File: config.mk
export PLATFORM = sky130hd
export DESIGN_NAME = stopwatch_ctrl
export DESIGN_NICKNAME = d
export VERILOG_FILES = /design/src/rtl/stopwatch_ctrl.sv
export SDC_FILE = /design/constraint.sdc
export NUM_CORES = 1
export LEC_CHECK = 0
export BUFFER_PORTS_ARGS = -buffer_cell sky130_fd_sc_hd__buf_2
export CORE_MARGIN = 1
export CORE_UTILIZATION = 45
export DETAILED_ROUTE_END_ITERATION = 10
export GPL_TIMING_DRIVEN = 0
export PLACE_DENSITY = 0.6
export REMOVE_ABC_BUFFERS = 1
export SYNTH_ARGS = -nofsm -noshare
export SYNTH_HDL_FRONTEND = slang
export SYNTH_SLANG_ARGS = --single-unit
File: constraint.sdc
create_clock -name sysclk -period 2.7 [get_ports sysclk]
set_input_delay 0.27 -clock sysclk [delete_from_list [all_inputs] [get_ports sysclk]]
set_output_delay 0.27 -clock sysclk [all_outputs]
set_load 0.02 [all_outputs]
File: src/rtl/stopwatch_ctrl.sv
// stopwatch_ctrl: button-driven run/pause/lap sequencer for a 0..MAX_COUNT centisecond counter.
// Define STOPWATCH_DEBOUNCE_EN to insert a counter-based debouncer after each button synchronizer.
module stopwatch_ctrl #(
    parameter int CLK_HZ      = 125_000_000,
    parameter int TICK_HZ     = 100,
    parameter int DEBOUNCE_MS = 10,
    parameter int MAX_COUNT   = 9999
) (
    input  logic        sysclk,
    input  logic        i_rst_n,
    input  logic        i_btn_ss,
    input  logic        i_btn_lap,
    input  logic        i_btn_clr,
    output logic [13:0] o_count,
    output logic        o_running,
    output logic [1:0]  o_state,
    output logic        o_wrap,
    output logic [7:0]  o_led
);
    localparam int TICK_CYC = (CLK_HZ / TICK_HZ < 1) ? 1 : CLK_HZ / TICK_HZ;
    localparam int TICK_W   = (TICK_CYC > 1) ? $clog2(TICK_CYC) : 1;

    typedef enum logic [1:0] {
        IDLE  = 2'b00,
        RUN   = 2'b01,
        PAUSE = 2'b10,
        LAP   = 2'b11
    } state_t;

    // Button vectors are ordered {clr, ss, lap}.
    logic [2:0] sync_p0, sync_p1, lvl, lvl_d, press;

    always_ff @(posedge sysclk or negedge i_rst_n) begin
        if (!i_rst_n) begin
            sync_p0 <= '0;
            sync_p1 <= '0;
        end else begin
            sync_p0 <= {i_btn_clr, i_btn_ss, i_btn_lap};
            sync_p1 <= sync_p0;
        end
    end

`ifdef STOPWATCH_DEBOUNCE_EN
    localparam int DEB_RAW = CLK_HZ / 1000 * DEBOUNCE_MS;
    localparam int DEB_CYC = (DEB_RAW < 1) ? 1 : DEB_RAW;
    localparam int DEB_W   = $clog2(DEB_CYC + 1);

    logic [DEB_W-1:0] deb_cnt [3];
    logic [2:0]       deb_lvl;

    // The filtered level follows only after DEB_CYC consecutive differing samples.
    always_ff @(posedge sysclk or negedge i_rst_n) begin
        if (!i_rst_n) begin
            for (int i = 0; i < 3; i++) deb_cnt[i] <= '0;
            deb_lvl <= '0;
        end else begin
            for (int i = 0; i < 3; i++) begin
                if (sync_p1[i] == deb_lvl[i]) begin
                    deb_cnt[i] <= '0;
                end else if (deb_cnt[i] == DEB_W'(DEB_CYC - 1)) begin
                    deb_lvl[i] <= sync_p1[i];
                    deb_cnt[i] <= '0;
                end else begin
                    deb_cnt[i] <= deb_cnt[i] + 1'b1;
                end
            end
        end
    end

    assign lvl = deb_lvl;
`else
    // DEBOUNCE_MS only matters when the debouncer is built.
    localparam int unused_debounce_ms = DEBOUNCE_MS;

    assign lvl = sync_p1;
`endif

    always_ff @(posedge sysclk or negedge i_rst_n) begin
        if (!i_rst_n) begin
            lvl_d <= '0;
            press <= '0;
        end else begin
            lvl_d <= lvl;
            press <= lvl & ~lvl_d;
        end
    end

    state_t            state;
    logic [TICK_W-1:0] tick_cnt;
    logic [13:0]       live_cnt, live_nxt, lap_val;
    logic [3:0]        lap_cnt;
    logic              wrap, counting, tick;

    assign counting = (state == RUN) || (state == LAP);
    assign tick     = counting && (tick_cnt == TICK_W'(TICK_CYC - 1));

    always_comb begin
        live_nxt = live_cnt;
        if (tick) live_nxt = (live_cnt == 14'(MAX_COUNT)) ? 14'd0 : live_cnt + 14'd1;
    end

    // Ticks use the pre-transition state; a lap captures the post-tick value.
    always_ff @(posedge sysclk or negedge i_rst_n) begin
        if (!i_rst_n) begin
            state    <= IDLE;
            tick_cnt <= '0;
            live_cnt <= '0;
            lap_val  <= '0;
            lap_cnt  <= '0;
            wrap     <= 1'b0;
        end else if (press[2]) begin
            state    <= IDLE;
            tick_cnt <= '0;
            live_cnt <= '0;
            lap_val  <= '0;
            lap_cnt  <= '0;
            wrap     <= 1'b0;
        end else begin
            if (counting) tick_cnt <= tick ? '0 : tick_cnt + 1'b1;
            live_cnt <= live_nxt;
            wrap     <= tick && (live_cnt == 14'(MAX_COUNT));
            if (press[1]) begin
                state <= (state == IDLE || state == PAUSE) ? RUN : PAUSE;
            end else if (press[0]) begin
                if (state == RUN) begin
                    state   <= LAP;
                    lap_val <= live_nxt;
                    if (lap_cnt != 4'd8) lap_cnt <= lap_cnt + 4'd1;
                end else if (state == LAP) begin
                    state <= RUN;
                end
            end
        end
    end

    assign o_state   = state;
    assign o_running = counting;
    assign o_wrap    = wrap;
    assign o_count   = (state == LAP) ? lap_val : live_cnt;

    always_comb begin
        o_led = '0;
        for (int i = 0; i < 8; i++) o_led[i] = (lap_cnt > 4'(i));
    end
endmodule

Word-level counts from Yosys, hierarchy flattened:

Cells that the tools add are included.

* register bits after elaboration: 68
* latch bits: 0
* bits in writable memories: 0
* memory bits (read-only): 0
* bits of input ports: 5
* output and inout bits: 26
* logic and storage cells: 67
* memories kept: 0

* add/subtract/negate cells: 3
* $mul: 0
* divide/modulo/power cells: 0
* $lt $le $gt $ge: 8
* eq/ne operators: 7
* shifts and indexed selects: 0
* muxes and demuxes: 23
* bitwise gates (word level): 2
* reduce and logical (&&, ||, !) cells: 14

Operators by type and width (number)
* $mux 14: 8
* $mux 21: 3
* $add 21x1->21 const B: 1
* $eq 21x21->1 const B: 1
* $mux 4: 5
* $gt 4x3->1 const B: 4
* $add 14x1->14 const B: 1
* $eq 14x14->1 const B: 1
* $mux 2: 6
* $gt 4x1->1 const B: 2
* $gt 4x2->1 const B: 2
* $reduce_bool 2->1: 4
* $add 4x1->4 const B: 1
* $eq 2x2->1 const B: 2
* $ne 4x4->1 const B: 1
* $reduce_and 4->1: 1
* $reduce_bool 4->1: 1
* $and 3x3->3: 1
* $not 3->3: 1
* $reduce_and 3->1: 1
* $reduce_bool 3->1: 1
* $eq 2x1->1 const B: 1
* $logic_and 1x1->1: 2
* $logic_not 2->1: 1
* other kinds (4): 5

Depth between registers and ports, before layout:

Gate-level depths: netlist of run 1.

* depth in word-level cells: 8
* gate-level depth with buffers: 8
* depth with buffers taken out: 7

Worst setup path before layout of run 1:

OpenSTA, ideal clock, no wires.

* path kind: reg-to-output
* start point: register state[0], in the netlist o_state[0]
* end point: output port o_count[11]
* arrival: 1.592 ns
* setup slack: 0.838 ns
* stages on the path, launching flop included: 5
* buffers on the path: 2
* path through: dfrtp_1 buf_2 nand2_1 buf_1 mux2_2

* longest elaborated chain between the ends: 2

RTL lines
* from (decl): RTL line 88 `state_t state;`
* from (signal assigned): RTL line 123 `state <= (state == IDLE || state == PAUSE) ? RUN : PAUSE;`
* $eq 2x2->1: RTL line 139 `assign o_count = (state == LAP) ? lap_val : live_cnt;`
* $mux 14: RTL line 139
* to (decl): RTL line 14 `output logic [13:0] o_count,`

Every way passes these cells.

Final worst setup path of run 1:

* start point: register tick_cnt[13]
* end point: register lap_val[9]

* longest elaborated chain between the ends: 7

RTL lines
* from (decl): RTL line 89 `logic [TICK_W-1:0] tick_cnt;`
* from (signal assigned): RTL line 119 `if (counting) tick_cnt <= tick ? '0 : tick_cnt + 1'b1;`
* $eq 21x21->1: RTL line 95 `assign tick = counting && (tick_cnt == TICK_W'(TICK_CYC - 1));`
* $logic_and 1x1->1: RTL line 95
* $mux 14: RTL line 99 `if (tick) live_nxt = (live_cnt == 14'(MAX_COUNT)) ? 14'd0 : live_cnt + 14'd1;`
* $mux 14: RTL line 125 `if (state == RUN) begin`
* $mux 14: RTL line 124 `end else if (press[0]) begin`
* $mux 14: RTL line 122 `if (press[1]) begin`
* $mux 14: RTL line 111 `end else if (press[2]) begin`
* to (signal assigned): RTL line 127 `lap_val <= live_nxt;`
* to (decl): RTL line 90 `logic [13:0] live_cnt, live_nxt, lap_val;`

Every way passes these cells. The select of a mux whose other input is x is not followed.
A chain may end at the register's enable or synchronous reset.

==> results of run 1 <==
## metal layers
| metal | part of all wire | vias up |
|---|---|---|
| met3 | 0.031 | 8 |
| met5 | 0 | - |
| met2 | 0.45 | 40 |
| met1 | 0.51 | 1266 |
| li1 | - | 1287 |
| met4 | 0.015 | 0 |
## cells in the final DEF (no fill, tap or decap), types with 2 or more instances in the layout
cell | netlist | final
nor2b_1 | 6 | 5
buf_2 | 5 | 29
nand3b_1 | 2 | 2
xnor2_1 | 11 | 11
inv_1 | 9 | 9
nand2_1 | 24 | 24
bufinv_16 | 0 | 3
mux2i_1 | 4 | 4
xor2_1 | 13 | 13
a21oi_1 | 11 | 11
nand2b_1 | 2 | 2
dfrtp_1 | 68 | 67
a211oi_1 | 8 | 8
mux2_2 | 14 | 14
nor4b_1 | 6 | 6
nor3_1 | 7 | 7
clkinv_2 | 0 | 2
ha_1 | 7 | 7
and4_1 | 3 | 3
a31oi_1 | 4 | 4
clkinvlp_4 | 0 | 2
nand4_1 | 13 | 13
nand3_1 | 9 | 9
a311oi_1 | 5 | 5
or3_1 | 3 | 3
nor2_1 | 64 | 64
clkbuf_8 | 0 | 9
o21ai_0 | 12 | 12
and3_1 | 2 | 2
## through the flow
stage / setup TNS [ns] / cell area, µm² / setup slack, ns / instances
after CTS: 0 / 3910 / 0.0202 / 478
after global routing: 0 / 3910 / 0.00839 / 478
after global placement: -38.88 / 3640 / -3.01 / 461
after detailed placement: -0.403 / 3670 / -0.192 / 462
final: 0 / 3910 / 0.278 / 478
after floorplan: -14.36 / 3370 / -1.46 / 332
## logic make-up (layout without fill, tap and decap cells)
family	Yosys count	in the layout
AO/OA/AOI/OAI	51	51
XOR/XNOR	24	24
adder cells (fa/ha/maj)	7	7
buffers and inverters	26	56
flip-flops	68	68
multiplexers	18	18
AND/OR/NAND/NOR	155	155
## how the worst max path moves through the flow
stage	startpoint	to	slack, ns
detailed placement	press[2]	tick_cnt[19]	-0.19
global placement	o_state[0]	lap_cnt[2]	-3.01
floorplan	o_state[0]	lap_cnt[2]	-1.46
global route	tick_cnt[13]	lap_val[8]	0.008
CTS	tick_cnt[13]	lap_val[9]	0.02
finish	tick_cnt[13]	lap_val[9]	0.28
## worst max-delay path, delay by kind of cell (launching register included)
kind | cells | cell delay [ns]
compound gates | 2 | 0.52
flops | 1 | 0.45
simple gates | 3 | 1.31
## final cells by class
cell class	instances	area share
Multi-Input combinational cell	255	0.422
Clock buffer	9	0.0316
Timing Repair Buffer	31	0.0419
Tap cell	99	0.0316
Sequential cell	68	0.435
Inverter	9	0.00863
Clock inverter	7	0.0294
## where the power goes
part           leakage (nW)  internal [W]  switching (W)
clock network         0.115      0.000610       0.000395
registers             0.915       0.00108      0.0000739
logic                 0.729     0.0000964       0.000136
## what timing repair did
item                                    4_1_cts  5_1_grt
endpoints found under the setup margin        8       33
resized for setup                             1        1
pin swaps                                     0        0
## flip-flops by register name, summed over array words and instances, names as in the netlist, 2 cells and up
| register | count |
|---|---|
| lap_cnt | 4 |
| lap_val | 14 |
| live_cnt | 14 |
| lvl | 3 |
| lvl_d | 3 |
| o_state | 2 |
| press | 3 |
| sync_p0 | 3 |
| tick_cnt | 21 |
==> reports/metrics.csv, run 1 <==
stage;metric;value;unit
global_routing;global-route wire length before repair;11.7;mm
setup_path;Worst path max stage delay;0.47;ns
layout;share of cells above drive strength 1;0.195;
logic_synthesis;Synth Flop Type;dfrtp_1;
sta;Max transition margin;0.443;
power_and_ir_drop;Pwr Density;612;mW/mm²
global_routing;GR peak layer;met1;
sta;Final min period;2.42;ns
power_and_ir_drop;PnR Total Power;0.00240;W
drt;Routed Antenna Nets;0;
die;Die ar.;0.00801;mm²
logic_synthesis;Mapped Area;0.00345;mm²
logic_synthesis;Synth Area in XOR/XNOR;0.0610;
sta;Final Skew;0.00887;ns
logic_synthesis;largest family of logic cells by synthesized area;simple AND/OR/NAND/NOR gates;
sta;endpoints failing setup;0;
logic_synthesis;share of Yosys cell area claimed by the top area cell type;0.494;
setup_path;Critical Path Source Type;flop;
logic_synthesis;Async SR Flop Fraction;1.00;
global_routing;M1 GR Usage;0.286;
logic_synthesis;simple-gate share of the synthesized area;0.230;
sta;FMAX;0.413;GHz
placement;IO buf count;30;
setup_path;worst reg2reg path startpoint;tick_cnt[13];
global_routing;largest net degree at the start of global routing;69;
logic_synthesis;number of synthesized flops with an enable pin;0;
global_routing;gr ovfl total;0;
layout;fin util;0.534;
global_routing;met3 GRT Util;0.0452;
global_routing;antenna violations before repair;0;
setup_path;Crit. End Element;flop;
die;Initial Util;0.470;
cts;CTS sink cnt;68;
sta;Max Slew Vio Count;0;
logic_synthesis;count leader, synth;dfrtp_1;
logic_synthesis;compound-cell area share of the yosys netlist;0.0995;
global_routing;gr usage total;0.197;
cts;H-tree levels;3;
drt;Iter 0 DRT Violations;135;
die;Die Wd;89.5;µm
die;floorplan row count;31;
run;Max-cap violations;0;
drt;TritonRoute pass-1 iters;7;
logic_synthesis;yosys warns;0;
cts;Clock transition at path regs;0.07;ns
cts;CTS tree;built;
sta;fin crit share;0.897;
placement;DP HPWL;4.65;mm
layout;Ant. Diodes;0;
global_routing;GR Layer Usage met2;0.281;
die;core area;0.00733;mm²
run_status;outcome;completed;
global_routing;vias in the first global route;2352;
setup_path;kind of critical path;flop to flop;
worst_hold_path;Hold WC Path Type;input port to async pin;
logic_synthesis;Gate Count Post-Synth;349;
die;Die Span Y;89.5;µm
drt;drt via density;5.44;
logic_synthesis;dominant cell type by area after synthesis;dfrtp_1;
logic_synthesis;post-synthesis sequential area ratio;0.494;
cts;Root Driver;clkbuf_8;
drt;final wirelength;6.93;mm
setup_path;WP data arrival;2.62;ns
cts;Post-CTS Hold Buffers;0;
sta;Hold WS;0.0212;ns
logic_synthesis;largest cells by area after synthesis;dfrtp_1 49%, nor2_1 7.0%, mux2_2 4.6%;
cts;CTS buffer count;9;
setup_path;CP Cell Sequence;nor4b_1, nor2b_2, nand2_1, o311ai_1, a21oi_1;
setup_path;Max FO, Critical Path;11;
logic_synthesis;Yosys cell types;53;
layout;area of the multi-input gates;0.00165;mm²
layout;register area;0.00170;mm²
setup_path;CP max stage cell;nor2b_2;
logic_synthesis;post-synthesis adder-cell area fraction;0.0254;
logic_synthesis;mux share of post-synthesis cell area;0.0574;
drt;DRC viols;0;
placement;Placer Congestion;0.813;
logic_synthesis;most frequent cells after synthesis;68 x dfrtp_1, 64 x nor2_1, 24 x nand2_1;
cts;clock buffer depth;2;
die;# IOs;31;
setup_path;CP Data Required Time;2.90;ns
setup_path;worst r2r dst;lap_val[9];
logic_synthesis;FF+latch count, synth;68;
sta;RSZ-0062 raised after global routing;false;
layout;Area growth syn-to-layout;13.5;%
setup_path;Reg2Reg Depth;5;
drt;via count;2601;
setup_path;r2r setup slk;0.28;ns
power_and_ir_drop;Static Leak;1.76;nW
power_and_ir_drop;maximum vdd drop;0.000410;V
drt;post-DR wirelength/cell;14.5;µm
sta;Tightest Pin Transition;0.835;ns
layout;filler cell count;668;
cts;Worst-Skew Late Latency;0.35;ns
cts;Post-CTS Setup Repair Bufs;0;
sta;Fin. Hold Viols;0;
logic_synthesis;Avg Cell Area, Syn;9.88;µm²
layout;final net count;386;
No activity file was read; power rests on OpenSTA's default activity.
==> run 2, diff against run 1 <==
Settings changed: CORE_UTILIZATION 45 to 60, PLACE_DENSITY 0.6 to 0.77.
==> reports/metrics.csv, run 2 (synthesized netlist as in run 1, its figures left out) <==
stage;metric;value;unit;change
run_status;outcome;completed;;unchanged
layout;filler cell count;449;;was 668
global_routing;antenna violations before repair;0;;unchanged
layout;fin util;0.693;;was 0.534
cts;CTS buffer count;9;;unchanged
setup_path;Worst path max stage delay;0.48;ns;was 0.47 ns
drt;drt via density;5.89;;was 5.44
die;Initial Util;0.626;;was 0.470
global_routing;gr ovfl total;0;;unchanged
layout;Top Registers;tick_cnt: 21 flops, lap_val: 14 flops, live_cnt: 14 flops;;unchanged
global_routing;vias in the first global route;2475;;was 2352
sta;Final Skew;0.00650;ns;was 0.00887 ns
cts;CTS tree;built;;unchanged
die;Die Span Y;77.8;µm;was 89.5 µm
power_and_ir_drop;PnR Total Power;0.00211;W;was 0.00240 W
die;floorplan row count;27;;was 31
setup_path;Crit. End Element;flop;;unchanged
layout;register with the most flip-flops;tick_cnt;;unchanged
layout;share of cells above drive strength 1;0.193;;was 0.195
sta;Final min period;2.52;ns;was 2.42 ns
setup_path;CP Cell Sequence;nor4b_1, nor2b_2, nand2_1, o311ai_1, a21oi_1;;unchanged
layout;most frequent cells in the layout;67 x dfrtp_1, 64 x nor2_1, 29 x buf_2;;unchanged
sta;FMAX;0.397;GHz;was 0.413 GHz
layout;most common cell after layout, fill and taps aside;dfrtp_1;;unchanged
sta;Tightest Pin Transition;0.813;ns;was 0.835 ns
setup_path;Critical Path Source Type;flop;;unchanged
sta;Hold WS;0.0185;ns;was 0.0212 ns
placement;DP HPWL;4.43;mm;was 4.65 mm
drt;DRC viols;0;;unchanged
layout;Area growth syn-to-layout;10.6;%;was 13.5%
sta;RSZ-0062 raised after global routing;false;;unchanged
run;Max-cap violations;0;;unchanged
setup_path;Max FO, Critical Path;11;;unchanged
layout;Ant. Diodes;0;;unchanged
setup_path;kind of critical path;flop to flop;;unchanged
placement;IO buf count;30;;unchanged
layout;area of the multi-input gates;0.00165;mm²;unchanged
drt;Iter 0 DRT Violations;174;;was 135
placement;post-place setup slack;-0.169;ns;was -0.192 ns
sta;fin crit share;0.932;;was 0.897
power_and_ir_drop;Pwr Density;553;mW/mm²;was 612 mW/mm²
drt;post-DR wirelength/cell;14.7;µm;was 14.5 µm
cts;Root Driver;clkbuf_8;;unchanged
sta;Max Slew Vio Count;0;;unchanged
setup_path;CP max stage cell;o311ai_1;;was nor2b_2
placement;post-placement cell count;435;;was 462
sta;endpoints failing setup;0;;unchanged
sta;final worst setup slack;0.183;ns;was 0.278 ns
drt;TritonRoute pass-1 iters;4;;was 7
drt;via count;2658;;was 2601
setup_path;r2r setup slk;0.18;ns;was 0.28 ns
global_routing;gr usage total;0.253;;was 0.197
cts;H-tree levels;3;;unchanged
setup_path;CP Data Required Time;2.89;ns;was 2.90 ns
layout;final net count;386;;unchanged
sta;Fin. Hold Viols;0;;unchanged
layout;Largest register FFs;21;;unchanged
global_routing;largest net degree at the start of global routing;69;;unchanged
setup_path;Reg2Reg Depth;5;;unchanged
power_and_ir_drop;maximum vdd drop;0.000420;V;was 0.000410 V
setup_path;worst r2r dst;lap_val[9];;unchanged
setup_path;worst reg2reg path startpoint;tick_cnt[13];;unchanged
global_routing;global-route wire length before repair;11.7;mm;about the same
cts;Worst-Skew Late Latency;0.34;ns;was 0.35 ns
cts;clock buffer depth;2;;unchanged
power_and_ir_drop;Static Leak;1.72;nW;was 1.76 nW
cts;CTS sink cnt;68;;unchanged
worst_hold_path;Hold WC Path Type;input port to async pin;;unchanged
die;Die ar.;0.00605;mm²;was 0.00801 mm²
drt;Routed Antenna Nets;0;;unchanged
sta;Max transition margin;0.458;;was 0.443
drt;final wirelength;6.64;mm;was 6.93 mm
die;Die Wd;77.8;µm;was 89.5 µm
die;# IOs;31;;unchanged
placement;Placer Congestion;0.862;;was 0.813
die;core area;0.00551;mm²;was 0.00733 mm²
layout;Cell Count, Final, Fillers Out;451;;was 478
layout;register area;0.00170;mm²;unchanged
cts;Clock transition at path regs;0.07;ns;about the same
setup_path;WP data arrival;2.71;ns;was 2.62 ns
[run 2: cell count changes in the layout (fill, tap and decap cells not counted)]
cell,delta
clkbuf_1,+1
buf_8,+1
bufinv_16,-3
clkinvlp_4,+1
clkinv_4,+1
buf_6,-1
[run 2: report_power, final]
group | internal, W | switching (W) | total (W)
clock network | 0.000331 | 0.000383 | 0.000713
registers | 0.00108 | 0.0000729 | 0.00116
logic | 0.0000974 | 0.000139 | 0.000237
[run 2: per-stage QoR]
step | cell area [µm²] | TNS (ns)
5_1_grt | 3810 | 0
2_1_floorplan | 3370 | -14.36
6_report | 3810 | 0
4_1_cts | 3810 | 0
3_5_place_dp | 3640 | -0.401
3_3_place_gp | 3610 | -35.81
[run 2: layout make-up]
cell class,count,share of cell area
Sequential cell,68,0.447
Multi-Input combinational cell,255,0.433
Timing Repair Buffer,31,0.0440
Clock buffer,10,0.0335
Tap cell,72,0.0236
Clock inverter,6,0.0108
Inverter,9,0.00886
[run 2: per-layer routing]
metal | routed length, µm | track usage
met1 | 3180 | 0.362
met2 | 3040 | 0.376
met3 | 312 | 0.0424
met4 | 105 | 0.119
met5 | 0 | 0
[run 2: critical path: cells and delay by family, from the launching register on]
family / cells / cell delay, ns
AND/OR/NAND/NOR: 3 / 1.32
AO/OA/AOI/OAI: 2 / 0.60
flip-flops: 1 / 0.45
[run 2: worst max path at each step]
stage	start	endpoint	slack [ns]	cells after the start
floorplan	o_state[0]	lap_cnt[2]	-1.46	5
global placement	o_state[0]	lap_cnt[2]	-2.86	5
detailed placement	press[2]	tick_cnt[19]	-0.17	5
CTS	tick_cnt[13]	lap_val[9]	0.21	5
global route	tick_cnt[13]	lap_val[10]	0.01	5
finish	tick_cnt[13]	lap_val[9]	0.18	5
[run 2: repair_timing]
| item | 4_1_cts | 5_1_grt |
|---|---|---|
| resized for setup | 2 | 0 |
| setup buffers | 0 | 0 |
| hold buffers | 0 | 0 |
| setup endpoints to repair | 5 | 0 |
